## src/rtl/fetch_pkg.sv

```systemverilog
// fetch_pkg: shared types and constants for the instruction fetch sequencer
package fetch_pkg;
   localparam int FETCH_AW = 9;
   localparam int FETCH_IW = 32;
   localparam int PC_STEP = 4;
   typedef enum logic [1:0] {IDLE, RUN, DRAIN} fetch_state_t;
   typedef struct packed {
      logic [FETCH_AW-1:0] pc;
      logic [FETCH_IW-1:0] inst;
   } fetch_entry_t;
endpackage

```

## src/rtl/imem_fetch_sequencer_fifo.sv

```systemverilog
// fetch_skid_fifo: 2-entry FIFO with same-cycle push/pop at any occupancy and flush
module fetch_skid_fifo #(
   parameter int W = 41
) (
   input  logic         clk,
   input  logic         rst_n,
   input  logic         flush,
   input  logic         push,
   input  logic         pop,
   input  logic [W-1:0] din,
   output logic [W-1:0] head,
   output logic [1:0]   count,
   output logic         full,
   output logic         empty
);
   logic [W-1:0] e0, e1;
   // e0 is always the head; e1 only holds the second entry when two are queued
   always_ff @(posedge clk or negedge rst_n) begin
      if (!rst_n) begin
         count <= 2'd0;
         e0 <= '0;
         e1 <= '0;
      end else begin
         count <= flush ? 2'd0 : count + {1'b0, push} - {1'b0, pop};
         if (pop || count == 2'd0) e0 <= (pop && count == 2'd2) ? e1 : din;
         if (push && ((count == 2'd1 && !pop) || (count == 2'd2 && pop))) e1 <= din;
      end
   end
   assign head = e0;
   assign full = count == 2'd2;
   assign empty = count == 2'd0;
endmodule

```

## src/rtl/imem_fetch_sequencer.sv

```systemverilog
// imem_fetch_sequencer: PC owner and fetch FSM feeding decode through a skid FIFO
module imem_fetch_sequencer import fetch_pkg::*; #(
   parameter int INS_ADDRESS = FETCH_AW,
   parameter int INS_W = FETCH_IW,
   parameter logic [INS_ADDRESS-1:0] RESET_PC = '0
) (
   input  logic                   clk,
   input  logic                   rst_n,
   input  logic                   start,
   input  logic                   stop,
   output logic [INS_ADDRESS-1:0] imem_ra,
   input  logic [INS_W-1:0]       imem_rd,
   input  logic                   redir_valid,
   input  logic [INS_ADDRESS-1:0] redir_pc,
   output logic                   out_valid,
   input  logic                   out_ready,
   output logic [INS_W-1:0]       out_inst,
   output logic [INS_ADDRESS-1:0] out_pc,
   output logic                   busy
);
   localparam logic [INS_ADDRESS-1:0] PC0 = {RESET_PC[INS_ADDRESS-1:2], 2'b00};
   localparam logic [INS_ADDRESS-1:0] STEP = INS_ADDRESS'(PC_STEP);
   fetch_state_t state, state_nx;
   logic [INS_ADDRESS-1:0] pc, pc_nx;
   logic [INS_ADDRESS+INS_W-1:0] head;
   logic [1:0] count;
   logic full, empty, pop, redir, fetch_en;
   assign redir = redir_valid && state != IDLE;
   assign pop = out_valid && out_ready;
   // a full FIFO can still take a fetch when its head leaves the same cycle
   assign fetch_en = state == RUN && !redir_valid && !stop && (!full || out_ready);
   // redirect beats stop beats fetch; a redirect in DRAIN empties the FIFO so it ends the drain
   always_comb begin
      state_nx = state == IDLE  ? (start ? RUN : IDLE)
               : state == RUN   ? (stop ? DRAIN : RUN)
               : state == DRAIN ? ((redir_valid || count == 2'd0) ? IDLE : DRAIN)
               : IDLE;
      pc_nx = redir ? {redir_pc[INS_ADDRESS-1:2], 2'b00}
            : fetch_en ? pc + STEP
            : (state == IDLE && start) ? PC0
            : pc;
   end
   // state and PC registers
   always_ff @(posedge clk or negedge rst_n) begin
      if (!rst_n) begin
         state <= IDLE;
         pc <= PC0;
      end else begin
         state <= state_nx;
         pc <= pc_nx;
      end
   end
   fetch_skid_fifo #(.W(INS_ADDRESS + INS_W)) u_fifo (
      .clk   (clk),
      .rst_n (rst_n),
      .flush (redir),
      .push  (fetch_en),
      .pop   (pop),
      .din   ({pc, imem_rd}),
      .head  (head),
      .count (count),
      .full  (full),
      .empty (empty)
   );
   assign imem_ra = {pc[INS_ADDRESS-1:2], 2'b00};
   assign out_valid = !empty;
   assign out_inst = empty ? '0 : head[INS_W-1:0];
   assign out_pc = empty ? '0 : head[INS_ADDRESS+INS_W-1:INS_W];
   assign busy = state != IDLE;
endmodule

```

## config.mk

```make
export PLATFORM = sky130hd
export DESIGN_NAME = imem_fetch_sequencer
export DESIGN_NICKNAME = d
export VERILOG_FILES = /design/src/rtl/fetch_pkg.sv /design/src/rtl/imem_fetch_sequencer_fifo.sv /design/src/rtl/imem_fetch_sequencer.sv
export SDC_FILE = /design/constraint.sdc
export NUM_CORES = 1
export LEC_CHECK = 0
export BUFFER_PORTS_ARGS = -buffer_cell sky130_fd_sc_hd__buf_2
export CORE_MARGIN = 10
export CORE_UTILIZATION = 40
export CTS_CLUSTER_DIAMETER = 80
export DETAILED_ROUTE_END_ITERATION = 6
export SLEW_MARGIN = 15
export SYNTH_ARGS = -nofsm -noshare
export SYNTH_HDL_FRONTEND = slang
export SYNTH_SLANG_ARGS = --single-unit
```

## constraint.sdc

```tcl
create_clock -name clk -period 1.85 [get_ports clk]
set_input_delay 0.185 -clock clk [delete_from_list [all_inputs] [get_ports clk]]
set_output_delay 0.185 -clock clk [all_outputs]
set_load 0.005 [all_outputs]
```

; ---- Word level (Yosys, flattened, before mapping)
; Index checks and enable logic that the tools add are counted.
[totals]
register_bits = 95
input_bits = 47
word_cells = 47
out_inout_bits = 52
[classes]
addsub = 3
muxes = 13
n_reduce_logical = 22
eq_ne = 4
[op_table]
columns = operator, n
row1 = 41-bit 2-to-1 mux, 1
row2 = 9-bit 2-to-1 mux, 4
row3 = 32-bit 2-to-1 mux, 1
row4 = 2-bit 2-to-1 mux, 6
row5 = 9-bit by 3-bit adder with 9-bit output (second input constant), 1
row6 = 1-bit logical AND, 9
row7 = 1-bit logical NOT, 5
row8 = 2-bit by 1-bit == test with 1-bit output (second input constant), 2
row9 = 2-bit == test (second input constant), 2
row10 = 2-bit logical NOT, 2
row11 = 1-bit logical OR, 4
row12 = 3-bit nonzero test, 1
row13 = 2-bit by 1-bit adder with 2-bit output, 1
row14 = 2-bit nonzero test, 1
row15 = 2-bit by 1-bit subtractor with 2-bit output, 1
row16 = 1-bit 2-to-1 mux, 1

; ---- Depth between registers and ports, before layout
; Gate-level depths: netlist (run 1).
[logic_depth]
ltp_word = 7
ltp_mapped = 8
mapped_depth_nobuf = 6

; ---- Hierarchy
; A second synthesis (run 1) with hierarchy kept.
[unflattened]
hier_cells = 449
hier_area_um2 = 5165.0
[by_module_without_submodules]
columns = mod, cells_each, n_inst, seq_area_each_um2, area_per_inst_um2
row1 = fetch_skid_fifo, 338, 1, 2102.0, 4284.1
row2 = imem_fetch_sequencer, 111, 1, 225.2, 880.8

; ---- Least setup slack after synthesis (run 1)
; OpenSTA, ideal clock, no wires.
[synth_path]
path_type = register to register
start = reg state[1]
end = reg u_fifo.count[0]
t_required_ns = 1.731
path_buffers = 1
period_less_slack_ns = 1.937
path_stages_with_launch = 7
setup_ns = 0.119
slack_ns = -0.087
arrival_time_ns = 1.818
cell_sequence = dfrtp_1 -> or4b_1 -> buf_2 -> or2_2 -> inv_2 -> ha_1 -> and2_1
[synth_between]
elab_chain_len = 7
elab_cells_between_ends = 9
cone_classes = 2 x add/sub / 1 x eq/ne / 1 x mux / 5 x reduce/logical
[synth_lines]
columns = element, line
row1 = "start, declared", imem_fetch_sequencer.sv:23  ; fetch_state_t state, state_nx;
row2 = "start signal, assigned", imem_fetch_sequencer.sv:49  ; state <= state_nx;
row3 = 2-bit by 1-bit == test with 1-bit output, imem_fetch_sequencer.sv:31  ; assign fetch_en = state == RUN && !redir_valid && !stop && (!full || out_ready);
row4 = 1-bit logical AND (3 in a row), imem_fetch_sequencer.sv:31
row5 = 2-bit by 1-bit adder with 2-bit output, imem_fetch_sequencer_fifo.sv:24  ; count <= flush ? 2'd0 : count + {1'b0, push} - {1'b0, pop};
row6 = 2-bit by 1-bit subtractor with 2-bit output, imem_fetch_sequencer_fifo.sv:24
row7 = 2-bit 2-to-1 mux (*), imem_fetch_sequencer_fifo.sv:24
row8 = "end signal, assigned", imem_fetch_sequencer_fifo.sv:24
row9 = "end, declared", imem_fetch_sequencer_fifo.sv:12  ; output logic [1:0] count,
; Every way passes the cells marked *; elsewhere a longest branch is shown, timed or not.
; A chain may end at the register's enable or synchronous reset.

; ---- Final worst setup path (run 1)
[layout_path]
start = reg state[1]
end = reg pc[7]
[layout_between]
elab_chain_len = 6
elab_cells_between_ends = 11
cone_classes = 1 x eq/ne / 2 x mux / 8 x reduce/logical
[layout_lines]
columns = element, line
row1 = 2-bit by 1-bit == test with 1-bit output, imem_fetch_sequencer.sv:31
row2 = 1-bit logical AND (3 in a row), imem_fetch_sequencer.sv:31
row3 = 9-bit 2-to-1 mux, imem_fetch_sequencer.sv:39  ; : fetch_en ? pc + STEP
row4 = 9-bit 2-to-1 mux, imem_fetch_sequencer.sv:38  ; pc_nx = redir ? {redir_pc[INS_ADDRESS-1:2], 2'b00}
row5 = "end signal, assigned", imem_fetch_sequencer.sv:50  ; pc <= pc_nx;
row6 = "end, declared", imem_fetch_sequencer.sv:24  ; logic [INS_ADDRESS-1:0] pc, pc_nx;
; Several ways; a longest one is shown, not always the timed one.

==> results of run 1 <==
cell usage in the layout (no fill, tap or decap), types with 2 or more instances in the layout:
cell	synthesis	final
o211ai_1	3	3
clkbuf_16	0	9
and3_1	2	2
buf_2	6	91
nor2_1	28	27
mux2_2	44	44
or2_4	0	2
nand3_1	2	2
conb_1	1	4
and2_1	2	2
mux2_4	10	10
o21ai_0	21	21
inv_1	2	2
nand2_1	12	12
a31oi_1	15	15
clkinv_4	0	2
clkbuf_1	21	2
dfrtp_1	89	89
buf_4	4	14
buf_12	0	2
nor3_1	6	6
ha_1	2	2
a21oi_1	24	24
a21o_1	2	2
nor2b_1	55	54
a221o_1	2	2
mux2i_1	24	24
a22oi_1	16	16
worst min path at each step:
stage / start / endpoint / slack [ns] / depth (start not counted)
2_1_floorplan: rst_n / pc[2]$_DFFE_PN0P_ / -0.11 / 0
3_3_place_gp: rst_n / u_fifo.e1[1]$_DFFE_PN0P_ / 0.06 / 1
3_5_place_dp: rst_n / u_fifo.e1[1]$_DFFE_PN0P_ / 0.06 / 1
4_1_cts: redir_pc[8] / pc[8]$_DFFE_PN0P_ / 0.07 / 2
5_1_grt: redir_pc[8] / pc[8]$_DFFE_PN0P_ / 0.09 / 2
6_report: redir_pc[8] / pc[8]$_DFFE_PN0P_ / 0.08 / 2
stage by stage:
step,std cells,total power [W],setup slack (ns),hold slack [ns]
2_1_floorplan,412,0.00448,0.00278,-0.111
3_3_place_gp,626,0.00521,0.0154,0.0550
3_5_place_dp,626,0.00531,-0.00366,0.0563
4_1_cts,643,0.00719,0.0146,0.0724
5_1_grt,643,0.00759,0.00510,0.0864
6_report,643,0.00710,0.0616,0.0836
worst max-delay path: stages, from the launching register on:
cell,delay [ns]
dfrtp_1,0.38
or4b_4,0.52
o221a_4,0.33
a21o_1,0.15
a221o_1,0.29
flip-flops by register name, indices dropped and copies added (netlist names):
signal        count
u_fifo.head      39
u_fifo.e1        39
u_fifo.count      2
pc                7
state             2
synthesized netlist by cell type:
cell | count | area [µm²]
inv_1 | 2 | 7.51
xor2_1 | 1 | 8.76
buf_2 | 6 | 30.0
nor3_1 | 6 | 30.0
nor2b_1 | 55 | 344
nor2_1 | 28 | 105
ha_1 | 2 | 25.0
buf_6 | 2 | 22.5
nand3_1 | 2 | 10.0
and2_1 | 2 | 12.5
nand2b_1 | 1 | 6.26
and3_1 | 2 | 12.5
nand3b_1 | 1 | 7.51
mux2_4 | 10 | 150
a31oi_1 | 15 | 93.8
mux2_2 | 44 | 495
buf_1 | 1 | 3.75
inv_2 | 1 | 3.75
a21oi_1 | 24 | 120
a221o_1 | 2 | 20.0
mux2i_1 | 24 | 240
nand2_1 | 12 | 45.0
a22oi_1 | 16 | 120
dfrtp_1 | 89 | 2230
o221a_4 | 1 | 20.0
nor3b_2 | 1 | 12.5
nand2b_4 | 1 | 13.8
a221o_2 | 1 | 11.3
or4b_1 | 1 | 10.0
conb_1 | 1 | 3.75
or2_2 | 3 | 18.8
a21o_1 | 2 | 15.0
o211ai_1 | 3 | 22.5
o21ai_0 | 21 | 105
clkbuf_1 | 21 | 78.8
o21ai_1 | 1 | 5.00
buf_4 | 4 | 30.0
logic make-up (layout without fill, tap and decap cells):
logic type	count (synthesis)	after routing
AOI/OAI and AO/OA	86	86
DFF	89	89
adders and majority gates	2	2
and+or+nand+nor	115	115
muxes	78	78
buffers and inverters	37	128
other	1	4
xor gates and xnor gates	1	1
power by group:
part | switching (W) | leakage, nW | internal [W] | total, W
registers | 0.000444 | 1.13 | 0.00268 | 0.00312
clock network | 0.000758 | 0.147 | 0.00109 | 0.00185
logic | 0.000980 | 1.54 | 0.00115 | 0.00214
layout make-up:
cell class | count | area (µm²) | share of cell area (%)
clock buffer | 12 | 246 | 4.52
tap | 140 | 175 | 3.21
timing repair buffer | 109 | 626 | 11.5
clock inverter | 4 | 52.6 | 0.964
inverter | 3 | 11.3 | 0.207
multi-input combinational | 286 | 2110 | 38.8
sequential | 89 | 2230 | 40.8
metal layers:
layer  GRT usage [%]  share of wire [%]  routed length, µm
met1            17.2                 46               4960
met2            20.8                 47               5070
met3            3.19                4.7                502
met4            5.36                1.7                177
met5               0                  0                  0
repair_timing:
action | in CTS | in global routing
pin swaps | 0 | 0
resized for setup | 2 | 3
endpoints found under the hold margin | 13 | 0
hold buffers | 1 | 0
setup endpoints to repair | 41 | 39
==> summary.md, run 1 <==
| Metric | Value |
|---|---|
| Initial core utilization | roughly two fifths |
| Register area share after synthesis | about half |
| Max_cap viols | 0 |
| Kind of start point of the critical path | register |
| Number of antenna violations at the first check in global routing | 0 |
| Critical path class | register to register |
| I/O pins | 99 |
| Mapped Avg Cell Area | between 10 and 15 µm² |
| Worst Path Max Fanout | 7 |
| Syn-to-layout area delta | 21.5% |
| Nets | around 550 |
| Die Y | between 100 and 150 µm |
| Overall routing resource usage | between 10% and 20% |
| RR Startpoint | state[1]$_DFF_PN0_ |
| Req. time, crit path | roughly 2.1 ns |
| CP Capture Type | register |
| First-pass GRT wire length | 17500 µm |
| Simple logic cell fraction of the synthesized area | 14.0% |
| Clock transition at the registers of the reported paths | ~0.06 ns |
| Final ANT Viol Nets | 0 |
| Netlist area before placement | 4490 µm² |
| Largest family of logic cells by synthesized area | multiplexers |
| RSZ-0062 raised after global routing | false |
| Grt ovf | 0 |
| Layout cells sized above 1 | about 37% |
| Final WL | between 10000 and 15000 µm |
| Vias | around 3300 |
| Compound-Gate Fraction of Synth Area | a little under an eighth |
| Leak pwr | roughly 2.8 nW |
| H-Tree Depth | 3 |
| Final core occ | 49.9% |
| Dpl cell area | 5130 µm² |
| TritonRoute pass-1 iters | 4 |
| Gpl congestion | just over 0.8 |
| Post-synthesis cell count | between 400 and 500 |
| Setup Buffers After CTS | 0 |
| Dpl hpwl | 7140 µm |
| Final hold violation count | 0 |
| Worst-Skew Late Latency | ~0.34 ns |
| Cell row count | 38 |
| Clk buf depth | 2 |
| Post-route cell area | approximately 5500 µm² |
| Setup TNS | 0 ns |
| Worst R2R Path Depth | 4 |
| CTS tree | built |
| YS warnings | 0 |
| CTS Sinks | just under 90 |
| Largest net degree at the start of global routing | 50 |
| Worst VDD drop | roughly 0.56 mV |
| Worst setup path end | pc[7]$_DFFE_PN0P_ |
| Slew at the pin with the worst max-slew slack | approximately 0.70 ns |
| Fmax | around 560 MHz |
| CTS root buf | clkbuf_16 |
| Status | finished clean |
| Final cycle utilization of the critical path | ~97% |
| Antenna diode count | 0 |
| Slew HR | a little over half |
| Worst Setup SP | state[1]$_DFF_PN0_ |
| Slew Viols, Final | 0 |
| CTS Buf Count | 9 |
| DRC errors left | 0 |
| I/O Buffers | between 90 and 100 |
| Die ar. | 15900 µm² |
| Adder-Cell Fraction of Synth Area | less than 1% |
| Final Skew | about 0.0059 ns |
| Seq cells post-synth | ~90 |
| Pwr dens | between 1000 and 1500 nW/µm² |
| Reg2Reg Setup Slack | ~0.062 ns |
| WL/cell | ~17 µm |
| # setup viols final | 0 |
| Mux cell area share after synthesis | between 10% and 20% |
| Filler cells | between 1000 and 1500 |
| Post-synthesis xor/xnor area fraction | less than 1% |
| Fin crit period | 1.79 ns |
| Die width | 126 µm |
| Distinct cells, synth | 37 |
| Vias in the first global route | around 3300 |
| Worst min path class | input port to register |
| Worst EP arrival | approximately 2.0 ns |
| Via density | 5.16 |
| Core area | 10900 µm² |
| FF-to-FF End | pc[7]$_DFFE_PN0P_ |
| Initial DRC count | between 150 and 200 |
Power figures use the tool's default switching activity.
==> run 2, diff against run 1 <==
Settings changed: CORE_UTILIZATION 40 to 49, PLACE_DENSITY from default to 0.76.
==> summary.md, run 2 (same netlist as run 1, synthesis figures left out) <==
| Metric | Value |
|---|---|
| Non-Filler Instances | approximately 610 |
| Initial DRC count | 158 |
| Grt ovf | 0 |
| Final WL | about 10000 µm |
| Fin crit period | ~1.8 ns |
| Vias in the first global route | ~3500 |
| Kind of start point of the critical path | register |
| Via density | between 5 and 6 |
| CTS root buf | clkbuf_8 |
| Layout cells sized above 1 | between 30% and 40% |
| Commonest cells after routing, fill and taps aside | buf_2, dfrtp_1, nor2b_1, mux2_2, nor2_1 |
| CTS Buf Count | 9 |
| Leading cell type in the layout, fill and taps excluded | buf_2 |
| Die Y | 116 µm |
| Slew HR | between 50% and 60% |
| Worst Path Max Fanout | 7 |
| TritonRoute pass-1 iters | 4 |
| Final cycle utilization of the critical path | 97.2% |
| Slew Viols, Final | 0 |
| Status | finished clean |
| Initial core utilization | about 51% |
| Final Skew | approximately 0.012 ns |
| Vias | around 3300 |
| Max_cap viols | 0 |
| Worst VDD drop | ~0.63 mV |
| First-pass GRT wire length | ~17000 µm |
| DRC errors left | 0 |
| Antenna diode count | 0 |
| Fmax | 556 MHz |
| Nets | 550 |
| Cell row count | 34 |
| Largest net degree at the start of global routing | 49 |
| Critical path class | register to register |
| Worst min path class | input port to register |
| Number of antenna violations at the first check in global routing | 0 |
| Die ar. | roughly 13000 µm² |
| CTS Sinks | 89 |
| CTS tree | built |
| I/O pins | a little under 100 |
| Slew at the pin with the worst max-slew slack | just under 0.7 ns |
| Leak pwr | about 2.8 nW |
| Clk buf depth | 2 |
| H-Tree Depth | 3 |
| Pwr dens | between 1000 and 1500 nW/µm² |
| WL/cell | ~17 µm |
| Final core occ | between 60% and 70% |
| Req. time, crit path | approximately 2.1 ns |
| Placed insts | 596 |
| Overall routing resource usage | 15.7% |
| Die width | ~120 µm |
| Syn-to-layout area delta | 19.6% |
| CP Capture Type | register |
| Worst EP arrival | roughly 2.0 ns |
| Hold Worst Slack | ~0.056 ns |
| RSZ-0062 raised after global routing | true |
| I/O Buffers | 92 |
| # setup viols final | 0 |
| Gpl congestion | around 0.85 |
| Worst-Skew Late Latency | approximately 0.36 ns |
| Hold depth | 3 |
| Dpl hpwl | 7040 µm |
| Worst R2R Path Depth | 4 |
| Final Power | around 0.0067 W |
| Clock transition at the registers of the reported paths | ~0.09 ns |
| Final ANT Viol Nets | 0 |
| Final hold violation count | 0 |
| Core area | 8810 µm² |
run 2: layer usage:
metal	routed length (µm)	track usage [%]
met5	0	0
met3	589	4.29
met1	4460	19.2
met4	135	5.50
met2	5080	26.4
run 2: what timing repair did:
item	CTS	global route
hold buffers	1	0
endpoints found under the hold margin	19	0
gates cloned	0	0
resized for setup	5	4
buffers inserted	0	1
pin swaps	0	3
endpoints found under the setup margin	30	25
run 2: layout make-up:
type / instances / area (µm²)
fillers: 697 / 3440
flip-flops and latches: 89 / 2230
multi-input cells: 286 / 2110
clock inverters: 5 / 63.8
repair buffers: 112 / 677
well taps: 108 / 135
inverters: 3 / 11.3
clock buffers: 11 / 141
run 2: through the flow:
step                area (µm²)  worst slack, ns  setup TNS (ns)
global placement          5110           0.0468               0
floorplan                 4510          0.00278               0
global route              5370         -0.00820        -0.00820
detailed placement        5110         -0.00715        -0.00715
CTS                       5350           0.0227               0
finish                    5370           0.0525               0
run 2: worst max-delay path: stages, from the launching register on:
cell     delay (ns)
dfrtp_1        0.39
or4b_4         0.52
o221a_4        0.31
a21o_1         0.17
a221o_1        0.29
run 2: worst paths after layout:
kind | from | end | slack, ns
worst max-delay path | state[1]$_DFF_PN0_ | pc[8]$_DFFE_PN0P_ | 0.05
max in group asynchronous | rst_n | u_fifo.count[1]$_DFF_PN0_ | 0.99
worst min register to register | u_fifo.e1[26]$_DFFE_PN0P_ | u_fifo.e1[26]$_DFFE_PN0P_ | 0.51
min in group asynchronous | rst_n | u_fifo.e1[1]$_DFFE_PN0P_ | 0.24
worst max register to register | state[1]$_DFF_PN0_ | pc[8]$_DFFE_PN0P_ | 0.05
worst min-delay path | redir_pc[3] | pc[3]$_DFFE_PN0P_ | 0.06
run 2: where the power goes:
part	total (W)	switching (W)	internal (W)
Combinational	0.00219	0.000996	0.00120
Sequential	0.00312	0.000452	0.00267
Clock	0.00139	0.000718	0.000672
Total	0.00671	0.00217	0.00454
